==> src/rtl/pal_seq_array_pkg.sv <==
// pal_pkg: frame geometry helpers, configuration FSM encoding and CRC-8 constants
// shared by the pal_seq_array fabric.
`default_nettype none

package pal_pkg;

  localparam logic [7:0] CRC8_POLY = 8'h07;
  localparam int         CRC_LEN   = 8;

  typedef enum logic [1:0] {
    ST_IDLE  = 2'd0,
    ST_SHIFT = 2'd1,
    ST_CHECK = 2'd2
  } cfg_state_e;

  function automatic int cfg_bits(input int n, input int m, input int p);
    return 2 * (n + m) * p + p * m + 2 * m;
  endfunction

  // Macrocell control: bit 2m = registered, 2m+1 = invert.
  function automatic int mc_idx(input int m_i, input int inv);
    return 2 * m_i + inv;
  endfunction

  function automatic int or_idx(input int m, input int p_i, input int m_i);
    return 2 * m + p_i * m + m_i;
  endfunction

  function automatic int and_idx(input int n, input int m, input int p,
                                 input int p_i, input int l_i, input int comp);
    return 2 * m + p * m + 2 * (n + m) * p_i + 2 * l_i + comp;
  endfunction

  function automatic logic [7:0] crc8_step(input logic [7:0] crc, input logic b);
    return {crc[6:0], 1'b0} ^ ((crc[7] ^ b) ? CRC8_POLY : 8'h00);
  endfunction

endpackage

`default_nettype wire

==> src/rtl/pal_seq_array_if.sv <==
// pal_seq_array_if: pad-side bundle of the PAL fabric (inputs, outputs, serial config pins).
`default_nettype none

interface pal_seq_array_if #(
  parameter int N = 8,
  parameter int M = 6
);
  logic         cfg_en;
  logic         cfg_valid;
  logic         cfg_bit;
  logic [N-1:0] in_vals;
  logic [M-1:0] out_vals;
  logic         cfg_busy;
  logic         cfg_done;
  logic         cfg_err;
  logic         cfg_loaded;

  modport master (
    output cfg_en, cfg_valid, cfg_bit, in_vals,
    input  out_vals, cfg_busy, cfg_done, cfg_err, cfg_loaded
  );

  modport slave (
    input  cfg_en, cfg_valid, cfg_bit, in_vals,
    output out_vals, cfg_busy, cfg_done, cfg_err, cfg_loaded
  );
endinterface

`default_nettype wire

==> src/rtl/pal_seq_array_macrocell.sv <==
// pal_macrocell: OR-reduces selected product terms, applies polarity, and picks
// combinational or registered output. Flop Q always feeds back to the AND plane.
`default_nettype none

module pal_macrocell #(
  parameter int P = 17
) (
  input  wire logic         clk,
  input  wire logic         rst,
  input  wire logic         i_clear,
  input  wire logic [P-1:0] i_terms,
  input  wire logic [P-1:0] i_or_mask,
  input  wire logic         i_registered,
  input  wire logic         i_invert,
  output logic              o_out,
  output logic              o_q
);

  logic w_d;
  logic r_q;

  assign w_d = (|(i_terms & i_or_mask)) ^ i_invert;

  // The flop tracks d in both modes so feedback is always the registered value.
  always_ff @(posedge clk) begin
    if (rst || i_clear) begin
      r_q <= 1'b0;
    end else begin
      r_q <= w_d;
    end
  end

  assign o_q   = r_q;
  assign o_out = i_registered ? r_q : w_d;

endmodule

`default_nettype wire

==> src/rtl/pal_seq_array.sv <==
// pal_seq_array: PAL fabric with feedback macrocells and double-buffered serial config.
// Optional macro PAL_CFG_CRC_EN appends a CRC-8 trailer that gates each commit.
`default_nettype none

module pal_seq_array
  import pal_pkg::*;
#(
  parameter int N = 8,
  parameter int M = 6,
  parameter int P = 17
) (
  input  wire logic         clk,
  input  wire logic         rst,
  pal_seq_array_if.slave    bus
);

  localparam int L        = N + M;
  localparam int CFG_BITS = cfg_bits(N, M, P);
`ifdef PAL_CFG_CRC_EN
  localparam int FRAME_LEN = CFG_BITS + CRC_LEN;
`else
  localparam int FRAME_LEN = CFG_BITS;
`endif
  localparam int CNT_W = $clog2(FRAME_LEN + 1);

  localparam logic [CNT_W-1:0] c_cfg_last   = CNT_W'(CFG_BITS - 1);
  localparam logic [CNT_W-1:0] c_frame_last = CNT_W'(FRAME_LEN - 1);

  cfg_state_e          r_state;
  cfg_state_e          w_state_nxt;
  logic [CNT_W-1:0]    r_count;
  logic [CFG_BITS-1:0] r_shadow;
  logic [CFG_BITS-1:0] r_active;
  logic [CFG_BITS-1:0] w_shadow_nxt;
  logic                r_done;
  logic                r_loaded;

  logic w_accept;
  logic w_abort;
  logic w_last;
  logic w_shift_cfg;
  logic w_commit;

  logic [M-1:0] w_q;
  logic [M-1:0] w_out;
  logic [L-1:0] w_lits;
  logic [P-1:0] w_terms;

  assign w_accept     = bus.cfg_en & bus.cfg_valid;
  assign w_shadow_nxt = {r_shadow[CFG_BITS-2:0], bus.cfg_bit};

  always_ff @(posedge clk) begin
    if (rst) begin
      r_state <= ST_IDLE;
    end else begin
      r_state <= w_state_nxt;
    end
  end

  always_comb begin
    w_state_nxt = r_state;
    case (r_state)
      ST_IDLE: begin
        if (w_accept) w_state_nxt = ST_SHIFT;
      end
      ST_SHIFT: begin
        if (!bus.cfg_en) begin
          w_state_nxt = ST_IDLE;
        end else if (w_accept && (r_count == c_cfg_last)) begin
`ifdef PAL_CFG_CRC_EN
          w_state_nxt = ST_CHECK;
`else
          w_state_nxt = ST_IDLE;
`endif
        end
      end
      ST_CHECK: begin
        if (!bus.cfg_en || (w_accept && (r_count == c_frame_last))) begin
          w_state_nxt = ST_IDLE;
        end
      end
      default: w_state_nxt = ST_IDLE;
    endcase
  end

`ifdef PAL_CFG_CRC_EN
  logic [7:0]         r_crc_calc;
  logic [CRC_LEN-2:0] r_crc_rx;
  logic               r_err;
  logic               w_crc_ok;
  logic               w_reject;
`endif

  always_comb begin
    w_abort     = (r_state != ST_IDLE) && !bus.cfg_en;
    w_last      = w_accept && (r_count == c_frame_last);
    w_shift_cfg = w_accept && (r_state != ST_CHECK);
`ifdef PAL_CFG_CRC_EN
    w_crc_ok    = (r_crc_calc == {r_crc_rx, bus.cfg_bit});
    w_commit    = w_last && w_crc_ok;
    w_reject    = w_last && !w_crc_ok;
`else
    w_commit    = w_last;
`endif
  end

  always_ff @(posedge clk) begin
    if (rst) begin
      r_count  <= '0;
      r_shadow <= '0;
      r_active <= '0;
      r_done   <= 1'b0;
      r_loaded <= 1'b0;
    end else begin
      r_done <= w_commit;
      if (w_abort || w_last) begin
        r_count <= '0;
      end else if (w_accept) begin
        r_count <= r_count + 1'b1;
      end
      if (w_shift_cfg) r_shadow <= w_shadow_nxt;
      if (w_commit) begin
`ifdef PAL_CFG_CRC_EN
        r_active <= r_shadow;
`else
        r_active <= w_shadow_nxt;
`endif
        r_loaded <= 1'b1;
      end
    end
  end

`ifdef PAL_CFG_CRC_EN
  // Config bits feed the running CRC; trailer bits are collected for comparison.
  always_ff @(posedge clk) begin
    if (rst || w_abort || w_last) begin
      r_crc_calc <= '0;
      r_crc_rx   <= '0;
      r_err      <= 1'b0;
    end else begin
      r_err <= 1'b0;
      if (w_shift_cfg) r_crc_calc <= crc8_step(r_crc_calc, bus.cfg_bit);
      if (w_accept && (r_state == ST_CHECK)) r_crc_rx <= {r_crc_rx[CRC_LEN-3:0], bus.cfg_bit};
    end
    if (!rst && w_reject) r_err <= 1'b1;
  end
  assign bus.cfg_err = r_err;
`else
  assign bus.cfg_err = 1'b0;
`endif

  assign w_lits = {w_q, bus.in_vals};

  for (genvar gp = 0; gp < P; gp++) begin : g_term
    logic [L-1:0] w_sel_t;
    logic [L-1:0] w_sel_c;
    for (genvar gl = 0; gl < L; gl++) begin : g_lit
      assign w_sel_t[gl] = r_active[and_idx(N, M, P, gp, gl, 0)];
      assign w_sel_c[gl] = r_active[and_idx(N, M, P, gp, gl, 1)];
    end
    // An empty term is forced to 0 rather than the vacuous AND of 1.
    assign w_terms[gp] = (|(w_sel_t | w_sel_c))
                       & (&((~w_sel_t | w_lits) & (~w_sel_c | ~w_lits)));
  end

  for (genvar gm = 0; gm < M; gm++) begin : g_mc
    logic [P-1:0] w_or_mask;
    for (genvar gp = 0; gp < P; gp++) begin : g_or
      assign w_or_mask[gp] = r_active[or_idx(M, gp, gm)];
    end
    pal_macrocell #(.P(P)) u_mc (
      .clk          (clk),
      .rst          (rst),
      .i_clear      (w_commit),
      .i_terms      (w_terms),
      .i_or_mask    (w_or_mask),
      .i_registered (r_active[mc_idx(gm, 0)]),
      .i_invert     (r_active[mc_idx(gm, 1)]),
      .o_out        (w_out[gm]),
      .o_q          (w_q[gm])
    );
  end

  assign bus.out_vals   = w_out;
  assign bus.cfg_busy   = (r_count != '0);
  assign bus.cfg_done   = r_done;
  assign bus.cfg_loaded = r_loaded;

endmodule

`default_nettype wire

==> src/flat_wrapper.sv <==
// flat-port wrapper written by rule: the top's interface ports become plain ports
module pal_seq_array_flat import pal_pkg::*;
#(
  parameter int N = 8,
  parameter int M = 6,
  parameter int P = 17
)
  (clk, rst, bus_cfg_en, bus_cfg_valid, bus_cfg_bit, bus_in_vals, bus_out_vals, bus_cfg_busy, bus_cfg_done, bus_cfg_err, bus_cfg_loaded);
  pal_seq_array_if #(.N(N), .M(M)) bus_i ();
  input  wire logic clk;
  input  wire logic rst;
  input wire logic [$bits(bus_i.cfg_en)-1:0] bus_cfg_en;
  input wire logic [$bits(bus_i.cfg_valid)-1:0] bus_cfg_valid;
  input wire logic [$bits(bus_i.cfg_bit)-1:0] bus_cfg_bit;
  input wire logic [$bits(bus_i.in_vals)-1:0] bus_in_vals;
  output wire logic [$bits(bus_i.out_vals)-1:0] bus_out_vals;
  output wire logic [$bits(bus_i.cfg_busy)-1:0] bus_cfg_busy;
  output wire logic [$bits(bus_i.cfg_done)-1:0] bus_cfg_done;
  output wire logic [$bits(bus_i.cfg_err)-1:0] bus_cfg_err;
  output wire logic [$bits(bus_i.cfg_loaded)-1:0] bus_cfg_loaded;
  assign bus_i.cfg_en = bus_cfg_en;
  assign bus_i.cfg_valid = bus_cfg_valid;
  assign bus_i.cfg_bit = bus_cfg_bit;
  assign bus_i.in_vals = bus_in_vals;
  assign bus_out_vals = bus_i.out_vals;
  assign bus_cfg_busy = bus_i.cfg_busy;
  assign bus_cfg_done = bus_i.cfg_done;
  assign bus_cfg_err = bus_i.cfg_err;
  assign bus_cfg_loaded = bus_i.cfg_loaded;
  pal_seq_array #(.N(N), .M(M), .P(P)) u_core (.clk(clk), .rst(rst), .bus(bus_i));
endmodule
==> config.mk <==
export PLATFORM = sky130hd
export DESIGN_NAME = pal_seq_array_flat
export DESIGN_NICKNAME = d
export VERILOG_FILES = /design/src/rtl/pal_seq_array_pkg.sv /design/src/rtl/pal_seq_array_if.sv /design/src/rtl/pal_seq_array_macrocell.sv /design/src/rtl/pal_seq_array.sv /design/src/flat_wrapper.sv
export SDC_FILE = /design/constraint.sdc
export NUM_CORES = 2
export LEC_CHECK = 0
export CAP_MARGIN = 5
export CORE_AREA = 2 2 324 326
export DETAILED_ROUTE_END_ITERATION = 8
export DIE_AREA = 0 0 326 328
export PLACE_DENSITY = 0.7
export SLEW_MARGIN = 5
export SYNTH_ARGS = -nofsm -noshare
export SYNTH_HDL_FRONTEND = slang
export SYNTH_SLANG_ARGS = --single-unit
export TNS_END_PERCENT = 5
==> constraint.sdc <==
create_clock -name clk -period 5.1 [get_ports clk]
set_input_delay 1.02 -clock clk [delete_from_list [all_inputs] [get_ports clk]]
set_output_delay 1.02 -clock clk [all_outputs]
set_load 0.1 [all_outputs]
==> run_results.csv <==
group,metric,value,unit
synthesis,synthAdderAreaFrac,0.0813,%
clock_network,cts-root-buf,"clkbuf_16",
synthesis,synth_seq_cells,1198,
floorplanning,fp.dieH,328,um
status,status,"completed",
critical_path,critPathRequiredTime,4.08,ns
synthesis,synthMuxAreaShare,5.20,%
synthesis,syn-num-nets,5907,
synthesis,synth_top_cell_by_area,"dfxtp_1",
floorplanning,num_rows,118,
finish,drive_gt1_share,5.42,%
critical_path,cp_slowest_cell,"buf_4",
global_routing,antenna_found_initial,0,
place,place_area,47200,um^2
synthesis,ys.flop_type,"dfxtp_1",
sta,max_freq,0.203,GHz
floorplanning,fp.dieW,326,um
global_routing,grt_pass1_wl,195000,um
synthesis,yosys_warnings,0,
clock_network,path_clk_slew,0.06,ns
clock_network,clockBufferDepth,3,
sta,tns,0,ns
clock_network,cts_tree,"built",
critical_path,critPathMaxStageDelay,0.50,ns
synthesis,synth_edf_count,0,
place,io_buffers,21,
clock_network,numCtsBuffers,118,
routing,via_per_inst,5.47,
synthesis,seq_area_frac_synth,52.0,%
flow_run,cap_violations,0,
synthesis,syn_inst,5891,
clock_network,clk_latency,0.72,ns
synthesis,synth.avg_cell_area,7.83,um^2
routing,wirelength,123000,um
critical_path,worstPathCellList,"buf_4 -> mux2i_1 -> nand2_1 -> a2111oi_2 -> and3_1 -> a22o_1 -> a2111oi_2 -> and3_1 -> nor3_2 -> buf_4 -> buf_12",
critical_path,criticalPathCategory,"flip-flop to primary output",
synthesis,synth_area,46200,um^2
pwr,vdd_ir_drop_max,0.000296,V
routing,dr_total_vias,39200,
finish,fillers,9888,
synthesis,synth_top_family_by_area,"simple AND/OR/NAND/NOR gates",
place,post-dp-hpwl,75100,um
routing,ant_nets,0,
sta,worstMarginPinSlew,1.15,ns
critical_path,worstPathMaxFanout,18,
pwr,p_leak,0.0166,uW
finish,nNetsFinal,5698,
sta,rsz0062_at_grt,"no",
clock_network,h-tree-depth,3,
routing,drc_errors,0,
finish,post-route-util,49.6,%
global_routing,overflow,0,
global_routing,grt_max_degree,249,
critical_path,cp-start-kind,"flip-flop",
finish,area_growth,11.0,%
sta,slew_headroom,23.1,%
sta,layout_min_cycle_time,4.94,ns
sta,hold_viol,0,
sta,slew_violations,0,
hold_path,hold_class,"flip-flop to flip-flop",
synthesis,synthArstFlopShare,0,%
synthesis,synth.distinct_cells,55,
routing,first_pass_iters,6,
critical_path,arrival,3.92,ns
synthesis,yosysTopAreaCellShare,52.0,%
floorplanning,io_pins,23,
global_routing,grt_use_total,22.2,%
synthesis,synth_xor_area_share,0.171,%
synthesis,synthSimpleGateAreaFrac,24.3,%
clock_network,cts.sinks,1198,
floorplanning,dieArea,107000,um^2
routing,initialDrtViolationCount,3854,
routing,wl_per_cell,17.1,um
floorplanning,core,103000,um^2
sta,setup_viol_count_final,0,
synthesis,synth_area_leaders,"dfxtp_1, nand2_1, a21oi_1",
critical_path,critPathCaptureType,"primary output",
sta,clock_skew,0.0321,ns
pwr,power_density,362,nW/um^2
synthesis,synth_compound_area_share,14.1,%
sta,fin_crit_sh,96.8,%
floorplanning,initial_utilization,44.7,%
finish,antenna_cells,0,
global_routing,grt_pass1_vias,35600,
finish,fin_area,51200,um^2
place,gp_congestion,0.901,
## worst max-delay path, delay by kind of cell (launching register included)
family,cells,cell delay (ns)
AOI/OAI and AO/OA,3,0.73
buffers and inverters,3,0.86
DFF,1,0.31
muxes,1,0.36
and+or+nand+nor,4,0.95
## cell usage after synthesis (18+ instances only)
cell / instances
and4_1: 21
nand3_1: 21
clkbuf_1: 326
a21oi_1: 1182
buf_2: 60
and3_1: 26
nand4_1: 61
dfxtp_1: 1198
nand2_1: 2414
mux2i_1: 236
nor2_1: 37
nor4_1: 123
buf_6: 18
## final timing paths
| check | from | end | slack (ns) | depth (start not counted) |
|---|---|---|---|---|
| max | u_core.g_mc[3].u_mc.o_q$_SDFF_PP0_ | bus_out_vals[5] | 0.16 | 11 |
| min reg2reg | u_core.r_shadow[291]$_SDFFE_PP0P_ | u_core.r_shadow[292]$_SDFFE_PP0P_ | 0.44 | 2 |
| max reg2reg | u_core.g_mc[5].u_mc.o_q$_SDFF_PP0_ | u_core.g_mc[2].u_mc.o_q$_SDFF_PP0_ | 2.17 | 10 |
| min | u_core.r_shadow[291]$_SDFFE_PP0P_ | u_core.r_shadow[292]$_SDFFE_PP0P_ | 0.44 | 2 |
## report_power, final
part           switching, uW  internal [uW]
combinational            376           72.0
clock                   3710           5050
sequential              2.03           9360
## sequential cells by signal, indices dropped and copies added, names as in the netlist
signal / cells
u_core.bus.cfg_done: 1
u_core.bus.cfg_loaded: 1
u_core.g_mc.u_mc.o_q: 6
u_core.r_active: 590
u_core.r_count: 10
u_core.r_shadow: 589
u_core.r_state: 1
## layout by cell type, fill, tap and decap left out, types with 4 or more instances in the layout
| cell | instances |
|---|---|
| nand4_1 | 61 |
| or3_1 | 5 |
| and4_1 | 21 |
| mux2i_1 | 236 |
| xor2_1 | 5 |
| buf_4 | 45 |
| and2_1 | 9 |
| o22ai_1 | 5 |
| clkinv_2 | 13 |
| clkdlybuf4s50_1 | 6 |
| clkinvlp_4 | 7 |
| nor3_1 | 11 |
| nor3_2 | 4 |
| xnor2_1 | 4 |
| a211oi_2 | 4 |
| bufinv_16 | 6 |
| and3_1 | 26 |
| a221o_1 | 5 |
| a22o_1 | 9 |
| clkbuf_16 | 119 |
| a32oi_1 | 8 |
| a32o_1 | 4 |
| buf_2 | 8 |
| nor4_1 | 123 |
| buf_12 | 40 |
| dfxtp_1 | 1192 |
| nor2_1 | 37 |
| clkbuf_8 | 31 |
| nand2_1 | 2413 |
| a22oi_1 | 9 |
| a21oi_1 | 1182 |
| nand3_1 | 21 |
| inv_1 | 11 |
| inv_6 | 4 |
| nor4_2 | 7 |
| clkbuf_1 | 31 |
## timing repair
item	in CTS	in global routing
hold buffers	0	0
setup endpoints to repair	3	4
gates resized for setup	4	2
setup buffers	0	4
## per-layer routing
metal	vias to the layer above	wire length, um	global-route usage, %	part of all wire [%]
li1	19200	-	-	-
met1	18700	57100	31.6	47
met2	1042	55100	34.7	45
met3	189	7470	3.54	6.1
met4	0	2980	6.59	2.4
met5	-	0	0	0
## stage by stage
| stage | power, uW | worst slack, ns | hold slack [ns] | std cells |
|---|---|---|---|---|
| final | 18600 | 0.164 | 0.437 | 7157 |
| after global routing | 19100 | 0.0428 | 0.476 | 7157 |
| after CTS | 18700 | 0.00732 | 0.441 | 7153 |
| after detailed placement | 10000 | 0.00228 | 0.447 | 6938 |
| after global placement | 10000 | 0.0484 | 0.443 | 6938 |
| after floorplan | 9880 | 1.06 | 0.432 | 5891 |
## logic make-up after synthesis
family          after synthesis
buf+inv                     441
mux                         239
simple gates               2754
flops                      1198
fa+ha+maj                     3
compound gates             1246
other cells                   1
xor+xnor                      9
## cell type report
type / count / area (um^2) / share of cell area (%)
flip-flops and latches: 1198 / 24000 / 46.9
clock inverters: 34 / 412 / 0.804
multi-input cells: 4252 / 20200 / 39.5
well taps: 1380 / 1730 / 3.37
inverters: 11 / 41.3 / 0.0806
clock buffers: 181 / 3520 / 6.87
repair buffers: 101 / 1260 / 2.47
No activity file was read; power rests on OpenSTA's default activity.
